$ cat src/rtl/biquad8_pkg.sv
// biquad8_pkg: register map, loader FSM states and coefficient width shared by the loader
package biquad8_pkg;
    localparam int COEFF_W = 18;
    localparam int NSEG = 5;
    localparam logic [6:0] ADR_UPDATE = 7'h00;
    localparam logic [6:0] ADR_FIR = 7'h04;
    localparam logic [6:0] ADR_F = 7'h10;
    localparam logic [6:0] ADR_G = 7'h14;
    localparam logic [6:0] ADR_FX = 7'h18;
    localparam logic [6:0] ADR_GX = 7'h1C;
    typedef enum logic [2:0] {IDLE, SEG_SEL, WAIT_DATA, WRITE, UPDATE, DONE, ERROR} state_t;
    function automatic logic [6:0] seg_adr(input logic [2:0] s);
        return s == 3'd0 ? ADR_FIR : s == 3'd1 ? ADR_F : s == 3'd2 ? ADR_G : s == 3'd3 ? ADR_FX : ADR_GX;
    endfunction
endpackage

$ cat src/rtl/wb_single_write.sv
// wb_single_write: one WISHBONE write with rty reissue and no-response timeout, reports ok/fail
module wb_single_write #(
    parameter int MAX_RETRY = 3,
    parameter int TIMEOUT = 255
) (
    input  logic        wb_clk_i,
    input  logic        wb_rst_i,
    input  logic        go,
    input  logic [6:0]  adr,
    input  logic [31:0] dat,
    input  logic        ack,
    input  logic        err,
    input  logic        rty,
    output logic        cyc,
    output logic        stb,
    output logic        we,
    output logic [6:0]  adr_o,
    output logic [31:0] dat_o,
    output logic [3:0]  sel,
    output logic        ok,
    output logic        fail
);
    localparam int RW = $clog2(MAX_RETRY + 2);
    localparam logic [RW-1:0] RMAX = RW'(MAX_RETRY);
    localparam logic [7:0] TLAST = 8'(TIMEOUT - 1);
    logic cyc_q, rpend;
    logic [RW-1:0] rcnt;
    logic [7:0] tcnt;
    logic [6:0] adr_q;
    logic [31:0] dat_q;
    assign ok = cyc_q & ack & ~err & ~rty;
    assign fail = cyc_q & (err | (rty & rcnt == RMAX) | (~ack & ~rty & tcnt == TLAST));
    assign cyc = cyc_q;
    assign stb = cyc_q;
    assign we = cyc_q;
    assign sel = {4{cyc_q}};
    assign adr_o = adr_q;
    assign dat_o = dat_q;
    always_ff @(posedge wb_clk_i or posedge wb_rst_i) begin
        if (wb_rst_i) begin
            cyc_q <= 1'b0;
            rpend <= 1'b0;
            rcnt <= '0;
            tcnt <= '0;
            adr_q <= '0;
            dat_q <= '0;
        end else if (go) begin
            cyc_q <= 1'b1;
            rcnt <= '0;
            tcnt <= '0;
            adr_q <= adr;
            dat_q <= dat;
        end else if (rpend) begin
            cyc_q <= 1'b1;
            rpend <= 1'b0;
        end else if (cyc_q) begin
            if (ok | fail) begin
                cyc_q <= 1'b0;
            end else if (rty) begin
                cyc_q <= 1'b0;
                rpend <= 1'b1;
                rcnt <= rcnt + 1'b1;
                tcnt <= '0;
            end else begin
                tcnt <= tcnt + 8'd1;
            end
        end
    end
endmodule

$ cat src/rtl/biquad8_coeff_loader.sv
// biquad8_coeff_loader: streams coefficients into the biquad8 register segments, then triggers the update
module biquad8_coeff_loader
    import biquad8_pkg::*;
#(
    parameter int NFIR = 8,
    parameter int NF = 4,
    parameter int NG = 4,
    parameter int NFX = 4,
    parameter int NGX = 4,
    parameter int UPDATE_EN = 1,
    parameter int MAX_RETRY = 3,
    parameter int TIMEOUT = 255
) (
    input  logic               wb_clk_i,
    input  logic               wb_rst_i,
    input  logic               start_i,
    output logic               busy_o,
    output logic               done_o,
    output logic               err_o,
    input  logic [COEFF_W-1:0] s_dat_i,
    input  logic               s_valid_i,
    output logic               s_ready_o,
    output logic               wb_cyc_o,
    output logic               wb_stb_o,
    output logic               wb_we_o,
    output logic [6:0]         wb_adr_o,
    output logic [31:0]        wb_dat_o,
    output logic [3:0]         wb_sel_o,
    input  logic               wb_ack_i,
    input  logic               wb_err_i,
    input  logic               wb_rty_i,
    input  logic [31:0]        wb_dat_i
);
    state_t state, nxt;
    logic [2:0] seg;
    logic [7:0] wcnt, seg_n;
    logic go, ok, fail;
    logic [6:0] go_adr;
    logic [31:0] go_dat;
    logic unused_dat;
    assign unused_dat = ^wb_dat_i;
    assign busy_o = state != IDLE;
    assign done_o = state == DONE;
    assign s_ready_o = state == WAIT_DATA;
    assign seg_n = seg == 3'd0 ? 8'(NFIR) : seg == 3'd1 ? 8'(NF) : seg == 3'd2 ? 8'(NG) :
                   seg == 3'd3 ? 8'(NFX) : 8'(NGX);
    always_comb begin
        nxt = state;
        go = 1'b0;
        go_adr = seg_adr(seg);
        go_dat = {{(32-COEFF_W){1'b0}}, s_dat_i};
        case (state)
            IDLE: nxt = start_i ? SEG_SEL : IDLE;
            SEG_SEL: nxt = seg == 3'(NSEG) ? (UPDATE_EN != 0 ? UPDATE : DONE) : seg_n != 8'd0 ? WAIT_DATA : SEG_SEL;
            WAIT_DATA: begin
                go = s_valid_i;
                nxt = s_valid_i ? WRITE : WAIT_DATA;
            end
            WRITE: nxt = fail ? ERROR : !ok ? WRITE : seg == 3'(NSEG) ? DONE : wcnt == 8'd1 ? SEG_SEL : WAIT_DATA;
            UPDATE: begin
                go = 1'b1;
                go_adr = ADR_UPDATE;
                go_dat = 32'h1;
                nxt = WRITE;
            end
            default: nxt = IDLE;
        endcase
    end
    always_ff @(posedge wb_clk_i or posedge wb_rst_i) begin
        if (wb_rst_i) begin
            state <= IDLE;
            seg <= '0;
            wcnt <= '0;
            err_o <= 1'b0;
        end else begin
            state <= nxt;
            if (state == IDLE && start_i) begin
                seg <= '0;
                err_o <= 1'b0;
            end
            // empty segments advance here without issuing any bus cycle
            if (state == SEG_SEL && seg != 3'(NSEG)) begin
                if (seg_n == 8'd0) seg <= seg + 3'd1;
                else wcnt <= seg_n;
            end
            if (state == WRITE && ok && seg != 3'(NSEG)) begin
                wcnt <= wcnt - 8'd1;
                if (wcnt == 8'd1) seg <= seg + 3'd1;
            end
            if (nxt == ERROR) err_o <= 1'b1;
        end
    end
    wb_single_write #(.MAX_RETRY(MAX_RETRY), .TIMEOUT(TIMEOUT)) u_wr (
        .wb_clk_i(wb_clk_i),
        .wb_rst_i(wb_rst_i),
        .go(go),
        .adr(go_adr),
        .dat(go_dat),
        .ack(wb_ack_i),
        .err(wb_err_i),
        .rty(wb_rty_i),
        .cyc(wb_cyc_o),
        .stb(wb_stb_o),
        .we(wb_we_o),
        .adr_o(wb_adr_o),
        .dat_o(wb_dat_o),
        .sel(wb_sel_o),
        .ok(ok),
        .fail(fail)
    );
endmodule

$ cat config.mk
export PLATFORM = sky130hd
export DESIGN_NAME = biquad8_coeff_loader
export DESIGN_NICKNAME = d
export VERILOG_FILES = /design/src/rtl/biquad8_pkg.sv /design/src/rtl/wb_single_write.sv /design/src/rtl/biquad8_coeff_loader.sv
export SDC_FILE = /design/constraint.sdc
export NUM_CORES = 1
export LEC_CHECK = 0
export CAP_MARGIN = 20
export CORE_MARGIN = 1
export CORE_UTILIZATION = 44
export CTS_CLUSTER_SIZE = 24
export DETAILED_ROUTE_END_ITERATION = 16
export PLACE_DENSITY = 0.87
export SLEW_MARGIN = 25
export SYNTH_ARGS = -nofsm -noshare
export SYNTH_HDL_FRONTEND = slang
export SYNTH_SLANG_ARGS = --single-unit
$ cat constraint.sdc
create_clock -name wb_clk_i -period 2.2 [get_ports wb_clk_i]
set_input_delay 0.66 -clock wb_clk_i [delete_from_list [all_inputs] [get_ports wb_clk_i]]
set_output_delay 0.66 -clock wb_clk_i [all_outputs]
set_load 0.03 [all_outputs]
# Word-level counts from Yosys, hierarchy flattened
# Index checks and enable logic that the tools add are counted.
# W data, S select, Z words.
[op_classes] add_sub_neg=4 mux=46 n_bitwise=13 n_reduce_logical=16 n_eq_ne=17
[ops] op="$mux W8" count=8
[ops] op="$mux W3" count=15
[ops] op="$mux W18" count=1
[ops] op="$eq A3 B2 Y1 const B" count=5
[ops] op="$pmux W3 S5" count=1
[ops] op="$mux W1" count=13
[ops] op="$eq A3 B3 Y1 const B" count=4
[ops] op="$mux W4" count=3
[ops] op="$mux W5" count=2
[ops] op="$add A8 B1 Y8 const B" count=1
[ops] op="$eq A8 B1 Y1 const B" count=1
[ops] op="$eq A8 B8 Y1 const B" count=1
[ops] op="$logic_not A8 Y1" count=1
[ops] op="$reduce_bool A2 Y1" count=4
[ops] op="$reduce_bool A8 Y1" count=1
[ops] op="$sub A8 B1 Y8 const B" count=1
[ops] op="$and A1 B1 Y1" count=7
[ops] op="$add A3 B1 Y3 const B" count=2
[ops] op="$eq A3 B1 Y1 const B" count=2
[ops] op="$logic_not A3 Y1" count=2
[ops] op="$logic_and A1 B1 Y1" count=4
[ops] op="$mux W2" count=2
[ops] op="$ne A2 B2 Y1 const B" count=2
[ops] op="$reduce_and A4 Y1" count=1
[ops] op="other kinds (8)" count=12
[totals] regBits=67 in_bits=57

# Depth between registers and ports, before layout
# Gate-level depths: netlist of run 1.
[depth] depth_word=10 depth_mapped=8 mapped_depth_nobuf=6

# By module
# From an unflattened synthesis of run 1, not the netlist that was laid out.
[hier_totals] hier_cells=298 area_unflattened_um2=3369.5
[modules_own_cells] module="wb_single_write" n_inst=1 area_per_inst_um2=2273.4 cells_each=172
[modules_own_cells] module="biquad8_coeff_loader" n_inst=1 area_per_inst_um2=1096.1 cells_each=126

# Least setup slack after synthesis of run 1
# No wires, ideal clock.
[synth_path] kind="input port to flip-flop" start="input port wb_rty_i" end="register wcnt[7]" path_stages=6 arrival_ps=1914 slack_ps=207 required_ps=2121 path_cell_list="buf_6 nand4bb_4 or3_1 clkbuf_2 nor4_4 mux2i_1"
[synth_between] elab_chain_cells=6 word_cells_on_any_way=8 classes_between="eq/ne (1); mux (1); bitwise (2); reduce/logical (4)"
[synth_lines] item="start: declaration" line_no="biquad8_coeff_loader.sv:31" text="input logic wb_rty_i,"
[synth_lines] item="$not A1 Y1 (*)" line_no="wb_single_write.sv:31" text="assign ok = cyc_q & ack & ~err & ~rty;"
[synth_lines] item="$and A1 B1 Y1 (*)" line_no="wb_single_write.sv:31"
[synth_lines] item="$logic_and A1 B1 Y1 (*) (2 in series)" line_no="biquad8_coeff_loader.sv:86" text="if (state == WRITE && ok && seg != 3'(NSEG)) begin"
[synth_lines] item="$ne A2 B1 Y1 (no line) or $reduce_bool A2 Y1 (tied branches)"
[synth_lines] item="$reduce_and A2 Y1 (no line)"
[synth_lines] item="end signal: assignment" line_no="biquad8_coeff_loader.sv:84" text="else wcnt <= seg_n;"
[synth_lines] item="end signal: assignment" line_no="biquad8_coeff_loader.sv:87" text="wcnt <= wcnt - 8'd1;"
[synth_lines] item="end: declaration" line_no="biquad8_coeff_loader.sv:36" text="logic [7:0] wcnt, seg_n;"
# Every way passes the cells marked *; elsewhere a longest branch is shown, timed or not.
# A chain may end at the register's enable or synchronous reset.

# Worst setup path after layout of run 1
[layout_path] start="input port wb_rty_i" end="register u_wr.tcnt[3]"
[layout_between] elab_chain_cells=8 word_cells_on_any_way=16 classes_between="eq/ne (1); mux (5); bitwise (9); reduce/logical (1)"
[layout_lines] item="$not A1 Y1" line_no="wb_single_write.sv:31, wb_single_write.sv:32"
[layout_lines] item="$and A1 B1 Y1 (2 in series)" line_no="wb_single_write.sv:32" text="assign fail = cyc_q & (err | (rty & rcnt == RMAX) | (~ack & ~rty & tcnt == TLAST));"
[layout_lines] item="$or A1 B1 Y1" line_no="wb_single_write.sv:32"
[layout_lines] item="$and A1 B1 Y1" line_no="wb_single_write.sv:32"
[layout_lines] item="$or A1 B1 Y1" line_no="wb_single_write.sv:57" text="if (ok | fail) begin"
[layout_lines] item="$ne A2 B2 Y1 (no line)"
[layout_lines] item="$reduce_and A3 Y1 (no line)"
[layout_lines] item="end signal: assignment" line_no="wb_single_write.sv:65" text="tcnt <= tcnt + 8'd1;"
[layout_lines] item="end: declaration" line_no="wb_single_write.sv:28" text="logic [7:0] tcnt;"
# Several ways; a longest one is shown, not always the timed one. The select of a mux whose other input is x is not followed.

==> results of run 1 <==
power by group:
group	internal, mW	leakage [nW]	switching, mW	total, mW
combinational	0.927	0.934	1.25	2.18
clock	0.371	0.0585	0.293	0.664
sequential	1.18	0.634	0.246	1.42
total	2.48	1.63	1.79	4.27
synthesized netlist by cell type (all sizes together):
master	number	area (µm²)
a211o	2	17.5
a211oi	2	15.0
a21o	2	15.0
a21oi	16	80.1
a221o	2	20.0
a22o	18	158
a31oi	1	6.26
a32o	1	10.0
and2	1	6.26
and3	2	12.5
and4	1	8.76
buf	29	218
clkbuf	6	23.8
conb	1	3.75
dfrtp	49	1230
ha	11	138
inv	14	52.6
mux2i	8	80.1
nand2	25	96.4
nand2b	3	18.8
nand3	7	35.0
nand3b	3	22.5
nand4	3	18.8
nand4bb	1	27.5
nor2	11	43.8
nor2b	1	6.26
nor3	5	25.0
nor3b	3	33.8
nor4	1	21.3
nor4b	1	8.76
nor4bb	2	20.0
o211ai	1	7.51
o21ai	11	55.1
o21bai	2	15.0
o22ai	1	6.26
o31ai	4	30.0
o41ai	1	8.76
or2	2	12.5
or3	2	12.5
or4	6	45.0
xor2	2	17.5
flip-flops by register name, summed over array words and instances, names as in the netlist:
name	cells
u_wr.rcnt	3
state	3
u_wr.tcnt	8
u_wr.cyc	1
wcnt	8
u_wr.dat_o	18
u_wr.adr_o	3
u_wr.rpend	1
err_o	1
seg	3
worst paths after layout:
path,startpoint,to,slack [ns],depth (start not counted)
worst max-delay path,wb_rty_i,u_wr.tcnt[3]$_DFFE_PP0P_,0.06,5
worst min-delay path,u_wr.adr_o[3]$_DFFE_PP0P_,u_wr.adr_o[3]$_DFFE_PP0P_,0.48,2
worst min register to register,u_wr.adr_o[3]$_DFFE_PP0P_,u_wr.adr_o[3]$_DFFE_PP0P_,0.48,2
max in group asynchronous,wb_rst_i,state[2]$_DFF_PP0_,1.25,3
min in group asynchronous,wb_rst_i,u_wr.tcnt[2]$_DFFE_PP0P_,0.72,3
worst max register to register,u_wr.rcnt[0]$_DFFE_PP0P_,u_wr.tcnt[3]$_DFFE_PP0P_,0.20,6
metal layers:
| layer | vias up | global-route usage, % |
|---|---|---|
| met1 | 1076 | 24.5 |
| li1 | 1047 | - |
| met4 | 0 | 7.86 |
| met5 | - | 0 |
| met3 | 7 | 4.57 |
| met2 | 81 | 33.3 |
timing repair:
action                                  CTS  global route
endpoints found under the setup margin    4            15
endpoints found under the hold margin     0             0
cloned                                    0             0
resized for setup                         5            13
worst reg2reg max path, cell delays in order (launching register included):
cell and delay [ns]:
dfrtp_1 0.40, ha_1 0.22, ha_1 0.24, mux2i_2 0.22, nand2_2 0.17, or4_1 0.53, a21oi_1 0.16
final cells by class:
class / count / area (µm²) / share of cell area [%]
Multi-Input combinational cell: 183 / 1250 / 35.3
Clock buffer: 7 / 86.3 / 2.44
Tap cell: 75 / 93.8 / 2.65
Timing Repair Buffer: 85 / 798 / 22.6
Inverter: 14 / 52.6 / 1.49
Sequential cell: 49 / 1230 / 34.7
Clock inverter: 1 / 30.0 / 0.849
kinds of logic (layout without fill, tap and decap cells):
| kind of cell | after synthesis | in the layout |
|---|---|---|
| compound gates | 64 | 64 |
| xor+xnor | 2 | 2 |
| fa+ha+maj | 11 | 11 |
| buf+inv | 49 | 107 |
| flops | 49 | 49 |
| mux | 8 | 8 |
| other cells | 1 | 18 |
| simple gates | 80 | 80 |
==> out/qor.txt, run 1 <==
outcome: finished, final reports clean
Total GRT Usage: 19.8%
max incr delay on CP: 0.56 ns
mux contribution to synthesized area: 2.99%
root buffer cell: clkbuf_8
Antenna Cells: 0
Final nets: 406
# fillers: 473
FF+latch count, synth: 49
Metal-1 WL: 2560 µm
Ys Warns: 0
Highest Signal Layer: met4
GRT overflow: 0
Post-Synth Simple-Gate Area: 17.7%
Top Family by Delay on Critical Path: simple AND/OR/NAND/NOR gates
XOR/XNOR share of the synthesized area: 0.654%
global-route wire length before repair: 9790 µm
DR pass1 iterations: 6
Period Utilization, post-route: 97.4%
worst vdd rail ir drop: 877 µV
Critical Path Source Type: input port
DIE AREA: 6400 µm²
met2 wire length: 2910 µm
final-report max-slew violation count: 0
routed vias/inst: 5.34
WS Path Type: input port to flip-flop
routed length per instance: 14.3 µm
Die Ht: 80.0 µm
Mapped Area: 2680 µm²
fin area: 3540 µm²
CP max-delay cell: clkdlybuf4s50_1
fmax: 0.467 GHz
CTS tree: built
Clock Path Buffers: 2
Lkg Pwr: 1.63 nW
H-tree levels: 2
unrepaired setup endpoints after global routing: true
CP Cell Sequence: clkdlybuf4s50_1, mux2i_2, nand2_2, or4_1, a21oi_1
Placed Area: 3390 µm²
Initial Util: 45.5%
CTS Buf Count: 5
layout cells sized above 1: 14.7%
antenna violations before repair: 0
Power Total: 4.27 mW
adder-cell share of the synthesized area: 5.14%
highest-count cells in the layout ignoring fill and taps: dfrtp_1, clkdlybuf4s50_1, buf_4, nand2_1
CP endpoint kind: flip-flop
crit-path max FO: 11
Clock Pin Slew Worst Setup and Hold Paths: 0.08 ns
Layout Cells excl Fill: 414
area delta synth->final: 32.0%
final core utilization: 60.1%
final wirelength: 5920 µm
setup slack at placement: -0.257 ns
setup TNS: 0 ns
Final Worst Setup Slack: 0.0565 ns
Setup Fix Bufs, Post-CTS: 0
final hold violations: 0
largest net degree at the start of global routing: 50
worst skew pair latency: 0.30 ns
Min Hold Slack: 0.477 ns
Synth Area in Compound Gates: 16.6%
Detailed Route Iter0 Violations: 124
Worst Skew: 0.00594 ns
# DRC: 0
CP Data Required Time: 2.42 ns
placed cells: 406
synth unique cells: 47
row count: 28
routability cong.: 0.841
most common cell after layout, fill and taps aside: dfrtp_1
port bufs: 56
core area: 5890 µm²
Hold Crit Class: flip-flop to flip-flop
sequential share of the synthesized area: 45.8%
Final ANT Viol Nets: 0
Critical Path AT: 2.37 ns
largest family of logic cells by synthesized area: simple AND/OR/NAND/NOR gates
vias in the first global route: 2,164
Worst Path Buf+Inv: 1
Final Critical Period: 2.14 ns
CTS Sinks: 49
Die W: 80.0 µm
Avg Inst Size Synth: 10.1 µm²
Gate Count Post-Synth: 264
pwr/cell area: 1210 nW/µm²
met3 WL: 367 µm
CTS Hold Bufs: 0
DR vias: 2,211
Final HPWL DP: 4240 µm
MaxCap Viol Count: 0
Setup-failing EPs final: 0
I/O pins: 107
(Power assumes the default switching activity.)
==> run 2, diff against run 1 <==
--- a/config.mk
+++ b/config.mk
@@ -11,6 +11,7 @@
 export CTS_CLUSTER_SIZE = 24
 export DETAILED_ROUTE_END_ITERATION = 16
 export PLACE_DENSITY = 0.87
+export SETUP_SLACK_MARGIN = 0.5
 export SLEW_MARGIN = 25
 export SYNTH_ARGS = -nofsm -noshare
 export SYNTH_HDL_FRONTEND = slang
==> constraint.sdc (replaced) <==
create_clock -name wb_clk_i -period 2.2 [get_ports wb_clk_i]
set_input_delay 0.22 -clock wb_clk_i [delete_from_list [all_inputs] [get_ports wb_clk_i]]
set_output_delay 0.22 -clock wb_clk_i [all_outputs]
set_load 0.03 [all_outputs]
==> run 2 against run 1 <==
Clock power increased by 1%. Global-route usage increased by 1.9 points. Maximum frequency increased by 14%. Hold slack got worse by 0.25 ns. Largest power group unchanged. Count of clock-buffer cells in the layout decreased by 2. Sequential cell count unchanged.
==> out/qor.txt, run 2 (same netlist as run 1, synthesis figures left out) <==
outcome: finished, final reports clean (unchanged)
final wirelength: 7320 µm (was 5920 µm)
CP endpoint kind: flip-flop (unchanged)
CTS Buf Count: 5 (unchanged)
CTS tree: built (unchanged)
CTS Hold Bufs: 0 (unchanged)
Layout Cells excl Fill: 421 (was 414)
area delta synth->final: 40.1% (was 32.0%)
routed length per instance: 17.4 µm (was 14.3 µm)
highest-count cells in the layout ignoring fill and taps: dfrtp_1, clkdlybuf4s50_1, buf_4, nand2_1 (unchanged)
Setup-failing EPs final: 0 (unchanged)
DIE AREA: 6400 µm² (unchanged)
setup slack at placement: 0.0226 ns (was -0.257 ns)
pwr/cell area: 1160 nW/µm² (was 1210 nW/µm²)
DR pass1 iterations: 4 (was 6)
Die W: 80.0 µm (unchanged)
port bufs: 56 (unchanged)
Final Critical Period: 1.88 ns (was 2.14 ns)
final core utilization: 63.8% (was 60.1%)
Detailed Route Iter0 Violations: 236 (was 124)
Power Total: 4.37 mW (was 4.27 mW)
Final Worst Setup Slack: 0.325 ns (was 0.0565 ns)
Final HPWL DP: 4250 µm (was 4240 µm)
Antenna Cells: 0 (unchanged)
fin area: 3750 µm² (was 3540 µm²)
CP Data Required Time: 2.43 ns (was 2.42 ns)
met2 wire length: 3730 µm (was 2910 µm)
worst r2r src: u_wr.rcnt[0]$_DFFE_PP0P_ (unchanged)
reg2reg setup slack: 0.32 ns (was 0.20 ns)
vias in the first global route: 2,209 (was 2,164)
root buffer cell: clkbuf_8 (unchanged)
crit-path max FO: 6 (was 11)
WS Path Type: flip-flop to flip-flop (was input port to flip-flop)
worst skew pair latency: 0.32 ns (was 0.30 ns)
Hold Crit Class: input port to asynchronous set/reset pin (was flip-flop to flip-flop)
Lkg Pwr: 1.63 nW (about the same)
Final ANT Viol Nets: 0 (unchanged)
final hold violations: 0 (unchanged)
placed cells: 388 (was 406)
row count: 28 (unchanged)
Highest Signal Layer: met4 (unchanged)
layout cells sized above 1: 26.3% (was 14.7%)
MaxCap Viol Count: 0 (unchanged)
global-route wire length before repair: 10,600 µm (was 9790 µm)
fmax: 0.533 GHz (was 0.467 GHz)
Worst Skew: 0.0173 ns (was 0.00594 ns)
Die Ht: 80.0 µm (unchanged)
CTS Sinks: 49 (unchanged)
H-tree levels: 2 (unchanged)
antenna violations before repair: 0 (unchanged)
max reg flops: 18 (unchanged)
Total GRT Usage: 21.7% (was 19.8%)
Period Utilization, post-route: 85.2% (was 97.4%)
largest net degree at the start of global routing: 22 (was 50)
Placed Area: 3290 µm² (was 3390 µm²)
Critical Path Source Type: flip-flop (was input port)
unrepaired setup endpoints after global routing: true (unchanged)
Final nets: 413 (was 406)
R2R Path End: u_wr.tcnt[1]$_DFFE_PP0P_ (was u_wr.tcnt[3]$_DFFE_PP0P_)
core area: 5890 µm² (unchanged)
# DRC: 0 (unchanged)
Min Hold Slack: 0.226 ns (was 0.477 ns)
DR vias: 2,393 (was 2,211)
GRT overflow: 0 (unchanged)
Clock Pin Slew Worst Setup and Hold Paths: 0.11 ns (was 0.08 ns)
setup TNS: 0 ns (unchanged)
routed vias/inst: 5.68 (was 5.34)
worst-case reg-to-reg path depth: 6 (unchanged)
Critical Path Source: u_wr.rcnt[0]$_DFFE_PP0P_ (was wb_rty_i)
met3 WL: 610 µm (was 367 µm)
Metal-1 WL: 2830 µm (was 2560 µm)
# fillers: 440 (was 473)
Critical Path AT: 2.10 ns (was 2.37 ns)
final-report max-slew violation count: 0 (unchanged)
Initial Util: 45.5% (unchanged)
I/O pins: 107 (unchanged)
routability cong.: 0.851 (was 0.841)
Clock Path Buffers: 2 (unchanged)
worst vdd rail ir drop: 866 µV (was 877 µV)
## run 2: layout make-up
type	count	area, µm²	area share [%]
Inverter	14	52.6	1.40
Clock buffer	5	68.8	1.83
Multi-Input combinational cell	184	1440	38.2
Tap cell	75	93.8	2.50
Sequential cell	49	1230	32.8
Clock inverter	3	43.8	1.17
Timing Repair Buffer	91	826	22.0
## run 2: per-layer routing
metal	global-route usage, %	up-vias
met3	5.14	14
li1	-	1064
met5	0	-
met4	8.04	0
met2	37.4	141
met1	26.2	1174
## run 2: worst max path at each step
stage,endpoint,slack [ns],cells after the start
CTS,u_wr.tcnt[5]$_DFFE_PP0P_,0.39,6
global route,u_wr.tcnt[1]$_DFFE_PP0P_,0.26,6
global placement,seg[1]$_DFF_PP0_,0.09,5
detailed placement,seg[1]$_DFF_PP0_,0.02,5
floorplan,u_wr.tcnt[1]$_DFFE_PP0P_,0.47,7
finish,u_wr.tcnt[1]$_DFFE_PP0P_,0.32,6
## run 2: critical path, cell delays in order, from the launching register on
cell     delay, ns
dfrtp_1       0.40
ha_2          0.20
ha_4          0.17
mux2i_4       0.23
nand2_4       0.12
or4_1         0.50
a21oi_1       0.17
## run 2: timing repair
action                     in CTS  in global routing
cloned                          1                  1
gates resized for setup        32                 35
pin swaps                      18                 12
setup endpoints to repair      25                 24
setup buffers                  15                  8
## run 2: where the power goes
part           internal, mW  leakage (nW)  total (mW)  switching, mW
Sequential             1.18         0.630        1.46          0.274
Combinational         0.937         0.947        2.24           1.30
Clock                 0.341        0.0585       0.672          0.331
Total                  2.46          1.63        4.37           1.90
==> run 3, diff against run 2 <==
--- a/config.mk
+++ b/config.mk
@@ -5,6 +5,7 @@
 export SDC_FILE = /design/constraint.sdc
 export NUM_CORES = 1
 export LEC_CHECK = 0
+export ABC_CLOCK_PERIOD_IN_PS = 2200
 export CAP_MARGIN = 20
 export CORE_MARGIN = 1
 export CORE_UTILIZATION = 44
==> constraint.sdc (replaced) <==
create_clock -name wb_clk_i -period 2.2 [get_ports wb_clk_i]
set_input_delay 0.55 -clock wb_clk_i [delete_from_list [all_inputs] [get_ports wb_clk_i]]
set_output_delay 0.55 -clock wb_clk_i [all_outputs]
set_load 0.03 [all_outputs]
==> run 3 against run 2 <==
Combinational power hardly changed. Critical path depth fell by 3. Clock power is 22% lower. Design area fell by 0.50%. Clock skew is 0.0086 ns lower. Largest cell class unchanged. Critical endpoint is now busy_o.
==> out/qor.txt, run 3 (same netlist as run 1, synthesis figures left out) <==
outcome: finished, final reports clean (unchanged)
CTS Buf Count: 5 (unchanged)
MaxCap Viol Count: 0 (unchanged)
highest-count cells in the layout ignoring fill and taps: dfrtp_1, buf_4, nand2_1, dlygate4sd2_1, clkdlybuf4s50_1 (was dfrtp_1, clkdlybuf4s50_1, buf_4, nand2_1)
routed vias/inst: 5.42 (was 5.68)
root buffer cell: clkbuf_8 (unchanged)
worst r2r src: u_wr.rcnt[0]$_DFFE_PP0P_ (unchanged)
Worst Hold End: u_wr.adr_o[3]$_DFFE_PP0P_
Period Utilization, post-route: 81.3% (was 85.2%)
Worst Skew: 0.00876 ns (was 0.0173 ns)
R2R Path End: u_wr.tcnt[7]$_DFFE_PP0P_ (was u_wr.tcnt[1]$_DFFE_PP0P_)
final wirelength: 6490 µm (was 7320 µm)
worst vdd rail ir drop: 807 µV (was 866 µV)
most common cell after layout, fill and taps aside: dfrtp_1
Final Critical Period: 1.79 ns (was 1.88 ns)
fmax: 0.559 GHz (was 0.533 GHz)
port bufs: 56 (unchanged)
# DRC: 0 (unchanged)
Critical Path AT: 1.24 ns (was 2.10 ns)
WS Path Type: flip-flop to primary output (was flip-flop to flip-flop)
CTS Hold Bufs: 0 (unchanged)
I/O pins: 107 (unchanged)
reg2reg setup slack: 0.43 ns (was 0.32 ns)
vias in the first global route: 2,264 (was 2,209)
DR vias: 2,324 (was 2,393)
routed length per instance: 15.1 µm (was 17.4 µm)
Final Worst Setup Slack: 0.412 ns (was 0.325 ns)
Final nets: 421 (was 413)
H-tree levels: 2 (unchanged)
CTS Sinks: 49 (unchanged)
CP endpoint kind: primary output (was flip-flop)
WHS Path Cells: 2
area delta synth->final: 39.4% (was 40.1%)
placed cells: 398 (was 388)
Lkg Pwr: 1.70 nW (was 1.63 nW)
hold path start: u_wr.adr_o[3]$_DFFE_PP0P_
global-route wire length before repair: 10,400 µm (was 10,600 µm)
Clock Pin Slew Worst Setup and Hold Paths: 0.09 ns (was 0.11 ns)
Layout Cells excl Fill: 429 (was 421)
worst skew pair latency: 0.31 ns (was 0.32 ns)
Critical Path Source Type: flip-flop (unchanged)
antenna violations before repair: 0 (unchanged)
row count: 28 (unchanged)
worst-case reg-to-reg path depth: 6 (unchanged)
GRT overflow: 0 (unchanged)
final hold violations: 0 (unchanged)
Antenna Cells: 0 (unchanged)
Die Ht: 80.0 µm (unchanged)
setup slack at placement: -0.171 ns (was 0.0226 ns)
crit-path max FO: 7 (was 6)
DIE AREA: 6400 µm² (unchanged)
Die W: 80.0 µm (unchanged)
DR pass1 iterations: 4 (unchanged)
max reg flops: 18 (unchanged)
Final ANT Viol Nets: 0 (unchanged)
# fillers: 485 (was 440)
CTS tree: built (unchanged)
Detailed Route Iter0 Violations: 122 (was 236)
pwr/cell area: 1120 nW/µm² (was 1160 nW/µm²)
Critical Path Source: state[0]$_DFF_PP0_ (was u_wr.rcnt[0]$_DFFE_PP0P_)
Hold Crit Class: flip-flop to flip-flop (was input port to asynchronous set/reset pin)
layout cells sized above 1: 30.5% (was 26.3%)
core area: 5890 µm² (unchanged)
Initial Util: 45.5% (unchanged)
Setup-failing EPs final: 0 (unchanged)
Final HPWL DP: 4240 µm (was 4250 µm)
unrepaired setup endpoints after global routing: true (unchanged)
Total GRT Usage: 20.8% (was 21.7%)
Min Hold Slack: 0.476 ns (was 0.226 ns)
largest net degree at the start of global routing: 22 (unchanged)
CP Data Required Time: 1.65 ns (was 2.43 ns)
routability cong.: 0.898 (was 0.851)
final-report max-slew violation count: 0 (unchanged)
Clock Path Buffers: 2 (unchanged)
run 3: cell count changes in the layout (fill, tap and decap cells not counted), sizes merged, moves of 2 or more:
cell / change
buf: +18
clkinvlp: +3
clkdlybuf4s50: -23
clkbuf: +2
dlygate4sd2: +13
inv: -2
run 3: cell type report:
cell class	count	area, µm²	share of cell area (%)
multi-input combinational	183	1410	37.8
sequential	49	1230	33.0
timing repair buffer	100	852	22.8
tap	75	93.8	2.51
clock buffer	6	72.6	1.94
inverter	14	56.3	1.51
clock inverter	2	15.0	0.402
run 3: power breakdown:
| group | switching [mW] | internal (mW) |
|---|---|---|
| clock | 0.301 | 0.224 |
| combinational | 1.36 | 0.889 |
| sequential | 0.219 | 1.18 |
run 3: worst max-delay path by stage:
stage	to	cells after the start
floorplan	wcnt[7]$_DFFE_PP0P_	6
global placement	u_wr.tcnt[5]$_DFFE_PP0P_	6
detailed placement	u_wr.tcnt[5]$_DFFE_PP0P_	6
CTS	busy_o	3
global route	busy_o	3
finish	busy_o	3
run 3: what timing repair did:
item / CTS / global route
gates resized for setup: 87 / 50
buffers inserted: 13 / 10
setup endpoints to repair: 76 / 32
pin swaps: 16 / 15
run 3: critical path, stage by stage, from the launching register on:
cell and delay (ns):
dfrtp_2 0.48, nor3_4 0.25, inv_2 0.06, buf_6 0.13
run 3: through the flow:
stage               utilization, %  power, mW  instance area (µm²)  setup TNS [ns]
floorplan                        -       2.81                 2780               0
global placement              57.0       3.49                 3350           -1.48
detailed placement            57.0       3.56                 3350           -2.00
CTS                           61.0       4.08                 3590               0
global route                  63.4       4.41                 3730               0
finish                        63.4       4.18                 3730               0
run 3: metal layers:
layer | vias up | share of wire (%) | global-route usage, %
met5 | - | 0 | 0
met4 | 0 | 1.0 | 7.14
met3 | 5 | 6.3 | 5.60
met2 | 76 | 52 | 36.2
met1 | 1161 | 41 | 24.8
li1 | 1082 | - | -
